`src/rtl/axis_packet_arbiter.sv`:
```
`default_nettype none
// ============================================================================
// Module   : axis_packet_arbiter
// Purpose  : Round-robin, packet-granular merge of N_S AXI-Stream sources into
//            one registered master port. Define AXIS_ARB_ID_EN to add m_id.
// Revision : 1.0 - initial release
// ============================================================================
module axis_packet_arbiter #(
    parameter int N_S            = 4,
    parameter int WORD_W         = 8,
    parameter int BUS_W          = 32,
    parameter int WORDS_PER_BEAT = BUS_W / WORD_W,
    parameter int ID_W           = (N_S > 1) ? $clog2(N_S) : 1
) (
    input  logic                                 clk,
    input  logic                                 rstn,
    input  logic [N_S-1:0]                       s_valid,
    output logic [N_S-1:0]                       s_ready,
    input  logic [N_S-1:0]                       s_last,
    input  logic [N_S*WORDS_PER_BEAT-1:0]        s_keep,
    input  logic [N_S*WORDS_PER_BEAT*WORD_W-1:0] s_data,
    output logic                                 m_valid,
    input  logic                                 m_ready,
    output logic                                 m_last,
    output logic [WORDS_PER_BEAT-1:0]            m_keep,
    output logic [WORDS_PER_BEAT*WORD_W-1:0]     m_data
`ifdef AXIS_ARB_ID_EN
    ,
    output logic [ID_W-1:0]                      m_id
`endif
);

    localparam logic [0:0]      c_IDLE    = 1'b0;
    localparam logic [0:0]      c_LOCK    = 1'b1;
    localparam int              c_BEAT_W  = WORDS_PER_BEAT * WORD_W;
    localparam logic [ID_W-1:0] c_PTR_RST = ID_W'(N_S - 1);

    logic [0:0]                r_state;
    logic [0:0]                w_state_nxt;
    logic [ID_W-1:0]           r_ptr;
    logic [ID_W-1:0]           w_ptr_nxt;
    logic [ID_W-1:0]           r_sel;
    logic [ID_W-1:0]           w_sel_nxt;
    logic [ID_W-1:0]           w_win;
    logic                      w_slot_free;
    logic                      w_load;
    logic                      w_sel_valid;
    logic                      w_sel_last;
    logic [WORDS_PER_BEAT-1:0] w_sel_keep;
    logic [c_BEAT_W-1:0]       w_sel_data;
    logic                      r_m_valid;
    logic                      r_m_last;
    logic [WORDS_PER_BEAT-1:0] r_m_keep;
    logic [c_BEAT_W-1:0]       r_m_data;

    assign w_sel_valid = s_valid[r_sel];
    assign w_sel_last  = s_last[r_sel];
    assign w_sel_keep  = s_keep[r_sel*WORDS_PER_BEAT +: WORDS_PER_BEAT];
    assign w_sel_data  = s_data[r_sel*c_BEAT_W +: c_BEAT_W];
    assign w_slot_free = !r_m_valid || m_ready;

    // Scan from the farthest slot back to ptr+1 so the nearest requester wins.
    always_comb begin
        w_win = r_ptr;
        for (int k = N_S; k >= 1; k--) begin
            if (s_valid[ID_W'((int'(r_ptr) + k) % N_S)]) begin
                w_win = ID_W'((int'(r_ptr) + k) % N_S);
            end
        end
    end

    always_comb begin
        w_state_nxt = r_state;
        w_sel_nxt   = r_sel;
        w_ptr_nxt   = r_ptr;
        w_load      = 1'b0;
        s_ready     = '0;
        case (r_state)
            c_IDLE: begin
                if (|s_valid) begin
                    w_state_nxt = c_LOCK;
                    w_sel_nxt   = w_win;
                end
            end
            c_LOCK: begin
                s_ready[r_sel] = w_slot_free;
                w_load         = w_sel_valid && w_slot_free;
                if (w_load && w_sel_last) begin
                    w_state_nxt = c_IDLE;
                    w_ptr_nxt   = r_sel;
                end
            end
            default: w_state_nxt = c_IDLE;
        endcase
    end

    always_ff @(posedge clk or negedge rstn) begin
        if (!rstn) begin
            r_state <= c_IDLE;
            r_sel   <= '0;
            r_ptr   <= c_PTR_RST;
        end else begin
            r_state <= w_state_nxt;
            r_sel   <= w_sel_nxt;
            r_ptr   <= w_ptr_nxt;
        end
    end

    // Output slice: a load and a drain in the same cycle keep m_valid high.
    always_ff @(posedge clk or negedge rstn) begin
        if (!rstn) begin
            r_m_valid <= 1'b0;
            r_m_last  <= 1'b0;
            r_m_keep  <= '0;
            r_m_data  <= '0;
        end else if (w_load) begin
            r_m_valid <= 1'b1;
            r_m_last  <= w_sel_last;
            r_m_keep  <= w_sel_keep;
            r_m_data  <= w_sel_data;
        end else if (m_ready) begin
            r_m_valid <= 1'b0;
        end
    end

    assign m_valid = r_m_valid;
    assign m_last  = r_m_last;
    assign m_keep  = r_m_keep;
    assign m_data  = r_m_data;

`ifdef AXIS_ARB_ID_EN
    logic [ID_W-1:0] r_m_id;

    always_ff @(posedge clk or negedge rstn) begin
        if (!rstn) begin
            r_m_id <= '0;
        end else if (w_load) begin
            r_m_id <= r_sel;
        end
    end

    assign m_id = r_m_id;
`endif

endmodule
`default_nettype wire

```
`config.mk`:
```
export PLATFORM = sky130hd
export DESIGN_NAME = axis_packet_arbiter
export DESIGN_NICKNAME = d
export VERILOG_FILES = /design/src/rtl/axis_packet_arbiter.sv
export SDC_FILE = /design/constraint.sdc
export NUM_CORES = 1
export LEC_CHECK = 0
export CORE_ASPECT_RATIO = 2
export CORE_MARGIN = 3
export CORE_UTILIZATION = 32
export CTS_BUF_LIST = sky130_fd_sc_hd__clkbuf_8
export CTS_CLUSTER_DIAMETER = 120
export DETAILED_ROUTE_END_ITERATION = 6
export PLACE_DENSITY = 0.79
export SYNTH_ARGS = -nofsm -noshare
export SYNTH_HDL_FRONTEND = slang
export SYNTH_SLANG_ARGS = --single-unit
```
`constraint.sdc`:
```
create_clock -name clk -period 1.78 [get_ports clk]
set_input_delay 0.178 -clock clk [delete_from_list [all_inputs] [get_ports clk]]
set_output_delay 0.178 -clock clk [all_outputs]
set_load 0.01 [all_outputs]
```
After elaboration in Yosys (flattened, before gate mapping)
Cells that the tools add are included.
W data, S select, Z words.
- flip-flop bits (word level): 43
- bits of input ports: 155
- output and inout port bits: 42
- logic and storage cells: 59
- add/sub/neg operators: 4
- $lt $le $gt $ge: 6
- shifts and indexed selects: 2
- multiplexer cells: 29
- bitwise gates (word level): 2
- reduce and logical (&&, ||, !) cells: 9
- operators with widths (kind ; number):
    $shiftx A128 B8 Y32 ; 1
    $lt A2 B4 Y1 const B ; 4
    $mux W1 ; 16
    $shiftx A16 B5 Y4 ; 1
    $bmux W1 S2 ; 6
    $mux W2 ; 4
    $add A2 B1 Y2 const B ; 2
    $add A2 B2 Y2 const B ; 2
    $and A4 B4 Y4 ; 1
    $mux W4 ; 1
    $reduce_and A2 Y1 ; 2
    $reduce_or A4 Y1 ; 1
    $logic_and A1 B1 Y1 ; 3
    $lt A2 B3 Y1 const B ; 1
    $demux W1 S2 ; 1
    $ge A2 B1 Y1 const B ; 1
    $pmux W1 S2 ; 1
    $reduce_bool A2 Y1 ; 1
    $logic_not A1 Y1 ; 1
    $logic_or A1 B1 Y1 ; 1
    $not A1 Y1 ; 1

Longest topological paths before layout
Gate-level depths: netlist of run 1.
- depth after elaboration: 8
- mapped depth: 6
- gate-level depth less buffers: 3

Worst setup path after synthesis of run 1
No wires, ideal clock.
- kind: register to register
- start point: register r_sel[0]
- end point: register r_m_data[11], in the netlist m_data[11]
- library setup time: 0.127 ns
- arrival: 1.674 ns
- required time: 1.653 ns
- path slack: -0.022 ns
- cell stages (with the launch flop): 5
- path buffers: 2
- period minus slack after synthesis: 1.802 ns
- cell sequence: dfrtp_1 -> buf_2 -> buf_1 -> mux4_2 -> mux2_1
- cells in the longest elaborated chain, start to end: 4
- elaborated cells between the ends (all ways): 5
- those cells by class: shift: 1; mux: 3; reduce/logical: 1
- RTL lines (what ; line ; RTL):
    from (decl) ; 42 ; logic [ID_W-1:0] r_sel;
    from (signal assigned) ; 104 ; r_sel <= w_sel_nxt;
    parallel branches: the longest is 4 deep, another holds $shiftx A128 B8 Y32 ; n/a ;
    to (signal assigned) ; 120 ; r_m_data <= w_sel_data;
    to (decl) ; 54 ; logic [c_BEAT_W-1:0] r_m_data;
Parallel ways; which one is timed is not known. The select of a mux whose other input is x is not followed.
A chain may end at the register's enable or synchronous reset.

Worst setup path after layout of run 1
- start point: register r_sel[1]
- end point: register r_m_keep[3], in the netlist m_keep[3]
- cells in the longest elaborated chain, start to end: 4
- elaborated cells between the ends (all ways): 5
- those cells by class: shift: 1; mux: 3; reduce/logical: 1
- RTL lines (what ; line ; RTL):
    $bmux W1 S2 ; 56 ; assign w_sel_valid = s_valid[r_sel];
    $mux W1 (implied by the code) ; 56 ;
    $logic_and A1 B1 Y1 ; 87 ; w_load = w_sel_valid && w_slot_free;
    $mux W1 ; 78 ; case (r_state)
    to (signal assigned) ; 119 ; r_m_keep <= w_sel_keep;
    to (decl) ; 53 ; logic [WORDS_PER_BEAT-1:0] r_m_keep;
Parallel ways exist; a longest one is shown, timed or not. The select of a mux whose other input is x is not followed.

==> impl_metrics.toml, run 1 <==
[status]
status = "complete, no violations"

[global_routing]
grt_pass1_wl_mm = 14.8
overflow = 0
busiest_layer = "met2"
grt_use_met2_pct = 38.7
grt_use_met3_pct = 3.92
grt_max_degree = 24
grt_pass1_vias = 2806
grtUsageTotal_pct = 20.1
antenna_found_initial = 0
grt.met1_usage_pct = 20.4

[place]
place_area_mm2 = 0.00484
dp_hpwl_mm = 7.84
place.gp.congestion = 0.844
post-place-ws_ns = -0.170
port_buffers = 196

[setup_path]
critPathKind = "reg2reg"
critPathRequiredTime_ns = 1.96
r2r_setup_slack_ns = 0.01
end_kind = "flop"
crit_fanout = 16
worst_ep_arrival_time_ns = 1.95
r2r_cells = 4
critPathLaunchType = "flop"

[yosys]
yosysTopAreaCell = "dfrtp_1"
synth_most_common_cell = "dfrtp_1"
synth_edf_count = 0
synth.area.top_cells = "dfrtp_1 38%, mux4_2 32%, mux2_2 8.3%"
syn-mean-instance-area_um2 = 16.2
synth-xor-area-share_pct = 0
synth_top_family_by_area = "multiplexers"
synthTopCellsByCount = "41 x dfrtp_1, 38 x mux4_2, 20 x mux2_2"
synth_seq_area_share_pct = 39.9
synth_flop_cell = "dfrtp_1"
synth_cell_types = 34
synth_nets = 322
synth_area_mm2 = 0.00270
synth_warnings = 0
synth_cells = 167
ys_ff_latch = 43
yosys-mux-area-fraction_pct = 49.2
synth-compound-area-share_pct = 2.17
netlist.area_leader.share_pct = 37.9
synthAdderAreaFrac_pct = 0
async_flop_share_pct = 100
synthSimpleGateAreaFrac_pct = 4.44

[timing]
hold_viol_final = 0
grt_setup_unrepaired = "yes"
max_slew_margin_pct = 64.0
final.min_clock_period_ns = 1.77
clock_skew_ns = 0.00431
min_period_over_period_pct = 99.2
finalMaxSlewViolations = 0
hold_slack_ns = 0.407
fmax_ghz = 0.566
finalSetupViolations = 0
worstMarginPinSlew_ns = 0.540
worst_slack_ns = 0.0147

[drt]
vias = 2447
drc = 0
routedWlPerCell_um = 20.6
ant_nets = 0
finalWirelength_mm = 9.70
viasPerCell = 5.20
first_pass_iters = 4
drtIter0Drc = 86

[die]
ios = 197
rows = 46
dieArea_mm2 = 0.00966
core-area_mm2 = 0.00806
initial_core_util_pct = 33.6
die_w_um = 71
die-height_um = 136

[clock_network]
cts.clk_slew.worst_paths_ns = 0.08
cts.sinks = 43
clockBufferDepth = 2
cts_tree = "done"
cts-root-buf = "clkbuf_8"
cts_buffers = 5
insertion_delay_ns = 0.29
htreeDepth = 2

[layout]
n_fill_cell = 684
seq_area_mm2 = 0.00108
area_growth_pct = 87.4
drive_above_1_share_pct = 28.5
num-nets-final = 529
multi_input_area_mm2 = 0.00155
final_area_mm2 = 0.00507
insertedDiodeCount = 0

[power]
power_leakage_uw = 0.00204
ir_drop_mv = 0.740
p_per_area_mw_per_mm2 = 1490

[run]
drv_cap = 0

[min_path]
hp-class = "in2async"
per-stage QoR:
stage | TNS, ns | util (%) | total power, uW | std cells
3_5_place_dp | -5.31 | 60.0 | 6590 | 457
6_report | 0 | 62.9 | 7540 | 471
3_3_place_gp | -4.35 | 60.0 | 6470 | 457
4_1_cts | 0 | 62.3 | 7450 | 470
5_1_grt | -0.498 | 62.9 | 8010 | 471
2_1_floorplan | 0 | - | 4600 | 167
state kept, by name (all words and copies together), names as in the netlist:
name / cells
r_state: 1
r_ptr: 2
m_last: 1
m_data: 32
m_keep: 4
r_sel: 2
m_valid: 1
report_power, final:
group | internal, uW | switching, uW | total, uW
clock | 269 | 325 | 594
combinational | 3240 | 1830 | 5070
sequential | 1530 | 349 | 1880
placed cells by master, fill, tap and decap left out, drive strengths merged, types with 2 or more instances in the layout:
cell type | Yosys | routed
a21oi | 2 | 2
buf | 10 | 17
clkbuf | 5 | 7
clkdlybuf4s50 | 0 | 191
dfrtp | 41 | 41
dfstp | 2 | 2
dlygate4sd2 | 0 | 3
inv | 2 | 3
mux2 | 38 | 38
mux4 | 38 | 38
nand2 | 3 | 3
nand2b | 2 | 2
nand3 | 4 | 4
nor2 | 5 | 5
nor3 | 2 | 2
metal layers:
metal	up-vias	wire length [um]
met2	115	5820
met4	0	309
met3	21	471
li1	1082	-
met5	-	0
met1	1229	3100
what timing repair did:
| action | CTS | global route |
|---|---|---|
| hold endpoints to repair | 20 | 0 |
| gates cloned | 1 | 1 |
| pin swaps | 0 | 1 |
| hold buffers | 1 | 0 |
| endpoints found under the setup margin | 7 | 26 |
| resized for setup | 10 | 9 |
| buffers inserted | 3 | 1 |
path summary, 6_finish.rpt:
path,start,to
min in group clk,m_last,m_last
worst max-delay path,r_sel[1],m_keep[3]
worst max register to register,r_sel[1],m_keep[3]
worst min-delay path,rstn,m_keep[2]
worst min register to register,m_last,m_last
max in group asynchronous,rstn,r_ptr[0]
final cells by class:
cell class	instances	area share, %
inverters	2	0.148
multi-input cells	107	30.5
well taps	96	2.37
repair buffers	215	44.0
clock inverters	3	0.321
clock buffers	5	1.36
flip-flops and latches	43	21.3
cells by family (layout without fill, tap and decap cells):
group / after synthesis / count (layout)
AO/OA/AOI/OAI: 8 / 8
buffers and inverters: 17 / 225
flip-flops: 43 / 43
multiplexers: 77 / 77
AND/OR/NAND/NOR: 22 / 22
critical path, cell delays in order, from the launching register on:
cell,delay [ns]
dfrtp_2,0.40
mux4_2,0.55
nand3_4,0.18
buf_12,0.17
mux2_2,0.34
Power figures use the tool's default switching activity.
==> run 2: changes to the inputs <==
--- a/config.mk
+++ b/config.mk
@@ -12,6 +12,7 @@
 export CTS_CLUSTER_DIAMETER = 120
 export DETAILED_ROUTE_END_ITERATION = 6
 export PLACE_DENSITY = 0.79
+export SKIP_CTS_REPAIR_TIMING = 1
 export SYNTH_ARGS = -nofsm -noshare
 export SYNTH_HDL_FRONTEND = slang
 export SYNTH_SLANG_ARGS = --single-unit
==> impl_metrics.toml, run 2 (same netlist as run 1, synthesis figures left out) <==
[status]
status = "finished, violations left"
violations = "setup timing"

[die]
rows = 46
core-area_mm2 = 0.00806
dieArea_mm2 = 0.00966
ios = 197
die-height_um = 136
initial_core_util_pct = 33.6
die_w_um = 71

[setup_path]
critPathRequiredTime_ns = 1.96
r2r_cells = 5
r2r_setup_slack_ns = -0.06
r2r_start = "r_sel[1]"
critPathKind = "reg2reg"
crit_fanout = 8
end_kind = "flop"
critPathLaunchType = "flop"
worst_ep_arrival_time_ns = 2.02
reg2reg_to = "m_data[16]"

[place]
dp_hpwl_mm = 7.84
port_buffers = 196
place.gp.congestion = 0.844
place_area_mm2 = 0.00484
post-place-ws_ns = -0.170

[min_path]
hp-class = "in2async"

[global_routing]
grtUsageTotal_pct = 19.4
grt_pass1_vias = 2745
antenna_found_initial = 0
grt_max_degree = 43
overflow = 0
grt_pass1_wl_mm = 14.4

[timing]
min_period_over_period_pct = 103
worst_slack_ns = -0.0599
worstMarginPinSlew_ns = 0.543
timing.setup.tns_ns = -0.482
hold_slack_ns = 0.405
max_slew_margin_pct = 63.8
finalMaxSlewViolations = 0
final.min_clock_period_ns = 1.84
clock_skew_ns = 0.00353
finalSetupViolations = 27
grt_setup_unrepaired = "yes"
hold_viol_final = 0
fmax_ghz = 0.544

[layout]
largest_register_ffs = 32
final_cell_mix = "191 x clkdlybuf4s50_1, 39 x dfrtp_1, 38 x mux4_2, 33 x mux2_4, 8 x buf_4"
multi_input_area_mm2 = 0.00161
seq_area_mm2 = 0.00108
insertedDiodeCount = 0
area_growth_pct = 91.6
n_fill_cell = 673
num-nets-final = 531
final_area_mm2 = 0.00518
drive_above_1_share_pct = 29.4
final_common_cell = "clkdlybuf4s50_1"

[clock_network]
insertion_delay_ns = 0.29
htreeDepth = 2
cts.clk_slew.worst_paths_ns = 0.08
cts.sinks = 43
cts_buffers = 5
clockBufferDepth = 2
cts-root-buf = "clkbuf_8"
cts_tree = "done"

[run]
drv_cap = 0

[drt]
ant_nets = 0
vias = 2463
drc = 0
drtIter0Drc = 116
finalWirelength_mm = 9.85
first_pass_iters = 4
viasPerCell = 5.21
routedWlPerCell_um = 20.8

[power]
ir_drop_mv = 0.738
p_per_area_mw_per_mm2 = 1530
power_leakage_uw = 0.00218
power_uw = 7920
==> run 2: cell count changes in the layout (fill, tap and decap cells not counted), sizes merged <==
cell,change
dlygate4sd2,-3
bufbuf,-1
clkbuf,+1
dlymetal6s2s,+4
buf,+1
==> run 2: worst max-delay path by stage <==
| stage | start | to | slack [ns] | cells after the start |
|---|---|---|---|---|
| 2_1_floorplan | r_sel[1] | m_data[10] | 0.03 | 6 |
| 3_3_place_gp | s_valid[3] | m_data[24] | -0.14 | 5 |
| 3_5_place_dp | s_valid[3] | m_data[19] | -0.17 | 5 |
| 4_1_cts | r_sel[0] | s_ready[1] | -0.28 | 4 |
| 5_1_grt | r_sel[1] | m_data[16] | -0.1 | 5 |
| 6_report | r_sel[1] | m_data[16] | -0.06 | 5 |
==> run 2: area by class of cell <==
cell class                 count  share of cell area (%)
tap                           96                    2.32
sequential                    43                    20.9
clock inverter                 3                   0.314
multi-input combinational    107                    31.1
timing repair buffer         217                    43.9
clock buffer                   5                    1.33
inverter                       2                   0.145
==> run 2: per-layer routing <==
metal,vias up,GRT usage (%),wire [um]
met5,-,0,0
met2,108,37.2,5820
li1,1089,-,-
met4,0,8.16,335
met1,1245,19.9,3220
met3,21,3.85,485
==> run 2: report_power, final <==
part,leakage (uW),switching (uW),internal [uW]
Clock,0.0000453,338,269
Sequential,0.000498,351,1530
Combinational,0.00164,1930,3500
==> run 2: metrics by stage <==
step                      instances  util [%]
after floorplan                 167         -
after global placement          457      60.0
after detailed placement        457      60.0
after CTS                       465      61.1
after global routing            473      64.3
final                           473      64.3
==> run 2: worst max-delay path, stage by stage, from the launching register on <==
cell and delay, ns:
dfrtp_2 0.37, buf_6 0.10, mux4_2 0.54, nand3_4 0.20, clkbuf_16 0.20, mux2_2 0.32
==> run 3: changes to the inputs <==
--- a/config.mk
+++ b/config.mk
@@ -5,8 +5,9 @@
 export SDC_FILE = /design/constraint.sdc
 export NUM_CORES = 1
 export LEC_CHECK = 0
+export CAP_MARGIN = 20
 export CORE_ASPECT_RATIO = 2
-export CORE_MARGIN = 3
+export CORE_MARGIN = 2
 export CORE_UTILIZATION = 32
 export CTS_BUF_LIST = sky130_fd_sc_hd__clkbuf_8
 export CTS_CLUSTER_DIAMETER = 120
==> impl_metrics.toml, run 3 (same netlist as run 1, synthesis figures left out) <==
[setup_path]
critPathLaunchType = "flop"
crit_fanout = 18
critPathRequiredTime_ns = 1.95
r2r_start = "r_sel[0]"
end_kind = "flop"
worst_ep_arrival_time_ns = 2.05
r2r_setup_slack_ns = -0.1
r2r_cells = 6
critPathKind = "reg2reg"
reg2reg_to = "m_data[28]"
crit_start = "r_sel[0]"

[run]
drv_cap = 0

[clock_network]
cts_buffers = 5
cts-root-buf = "clkbuf_8"
clockBufferDepth = 2
insertion_delay_ns = 0.29
cts.sinks = 43
cts.clk_slew.worst_paths_ns = 0.08
htreeDepth = 2
cts_tree = "done"

[layout]
insertedDiodeCount = 0
largest_register_ffs = 32
drive_above_1_share_pct = 29.4
num-nets-final = 532
n_fill_cell = 690
final_common_cell = "clkdlybuf4s50_1"
final_cell_mix = "191 x clkdlybuf4s50_1, 39 x dfrtp_1, 38 x mux4_2, 20 x mux2_2, 17 x mux2_4"
area_growth_pct = 89.4
utilization_pct = 62.2

[place]
dp_hpwl_mm = 7.45
port_buffers = 196
place.gp.congestion = 0.853

[timing]
clock_skew_ns = 0.00565
finalMaxSlewViolations = 0
final.min_clock_period_ns = 1.88
worstMarginPinSlew_ns = 0.455
fmax_ghz = 0.532
hold_viol_final = 0
min_period_over_period_pct = 106
grt_setup_unrepaired = "yes"
timing.setup.tns_ns = -2.41
worst_slack_ns = -0.0989
hold_slack_ns = 0.388
max_slew_margin_pct = 69.7
finalSetupViolations = 36

[global_routing]
grt_pass1_wl_mm = 13.9
grt_max_degree = 43
overflow = 0
antenna_found_initial = 0
grt_pass1_vias = 2661
grtUsageTotal_pct = 19.4

[die]
core-area_mm2 = 0.00823
initial_core_util_pct = 32.8
ios = 197
dieArea_mm2 = 0.00925
die-height_um = 134
rows = 47
die_w_um = 69

[power]
ir_drop_mv = 0.719
p_per_area_mw_per_mm2 = 1480
power_leakage_uw = 0.00211

[drt]
routedWlPerCell_um = 20.2
ant_nets = 0
viasPerCell = 5.15
finalWirelength_mm = 9.58
vias = 2447
drtIter0Drc = 70
drc = 0
first_pass_iters = 4

[min_path]
hp-class = "in2async"

[status]
violations = "setup timing"
status = "finished, violations left"
## run 3: cell types whose count changed in the layout (fill, tap and decap cells not counted), sizes merged
cell	delta
buf	+1
clkinvlp	-1
inv	-1
clkbuf	+1
## run 3: layer usage
layer	wire length (um)	track usage (%)	up-vias
met5	0	0	-
met4	489	10.2	0
met3	518	4.66	31
met2	5440	35.3	111
met1	3130	20.2	1215
li1	-	-	1090
## run 3: worst max path at each step
stage,slack (ns),endpoint,depth (start not counted)
floorplan,0.03,m_data[10],6
global placement,-0.13,m_data[16],5
detailed placement,-0.17,m_keep[0],5
CTS,-0.26,s_ready[3],4
global route,-0.14,m_data[16],6
finish,-0.1,m_data[28],6
## run 3: critical path: stages, from the launching register on
cell     delay (ns)
dfrtp_2        0.49
buf_6          0.16
buf_6          0.11
mux4_2         0.32
nand3_4        0.15
buf_12         0.17
mux2_2         0.35
## run 3: cell type report
type | count | area, um^2 | area share, %
tap | 98 | 123 | 2.39
timing repair buffer | 218 | 2270 | 44.3
sequential | 43 | 1080 | 21.1
inverter | 2 | 7.51 | 0.147
clock inverter | 1 | 5.00 | 0.0978
clock buffer | 6 | 82.6 | 1.61
multi-input combinational | 107 | 1550 | 30.3
## run 3: report_power, final
group	switching (uW)	internal, uW
clock network	317	305
registers	372	1530
logic	1800	3270
## run 3: per-stage QoR
stage	worst slack [ns]	instance area, um^2	power [uW]	instances
6_report	-0.0989	5120	7600	475
5_1_grt	-0.138	5120	8040	475
4_1_cts	-0.259	4930	7220	465
3_5_place_dp	-0.167	4840	6570	458
3_3_place_gp	-0.134	4840	6450	458
2_1_floorplan	0.0338	2710	4600	167
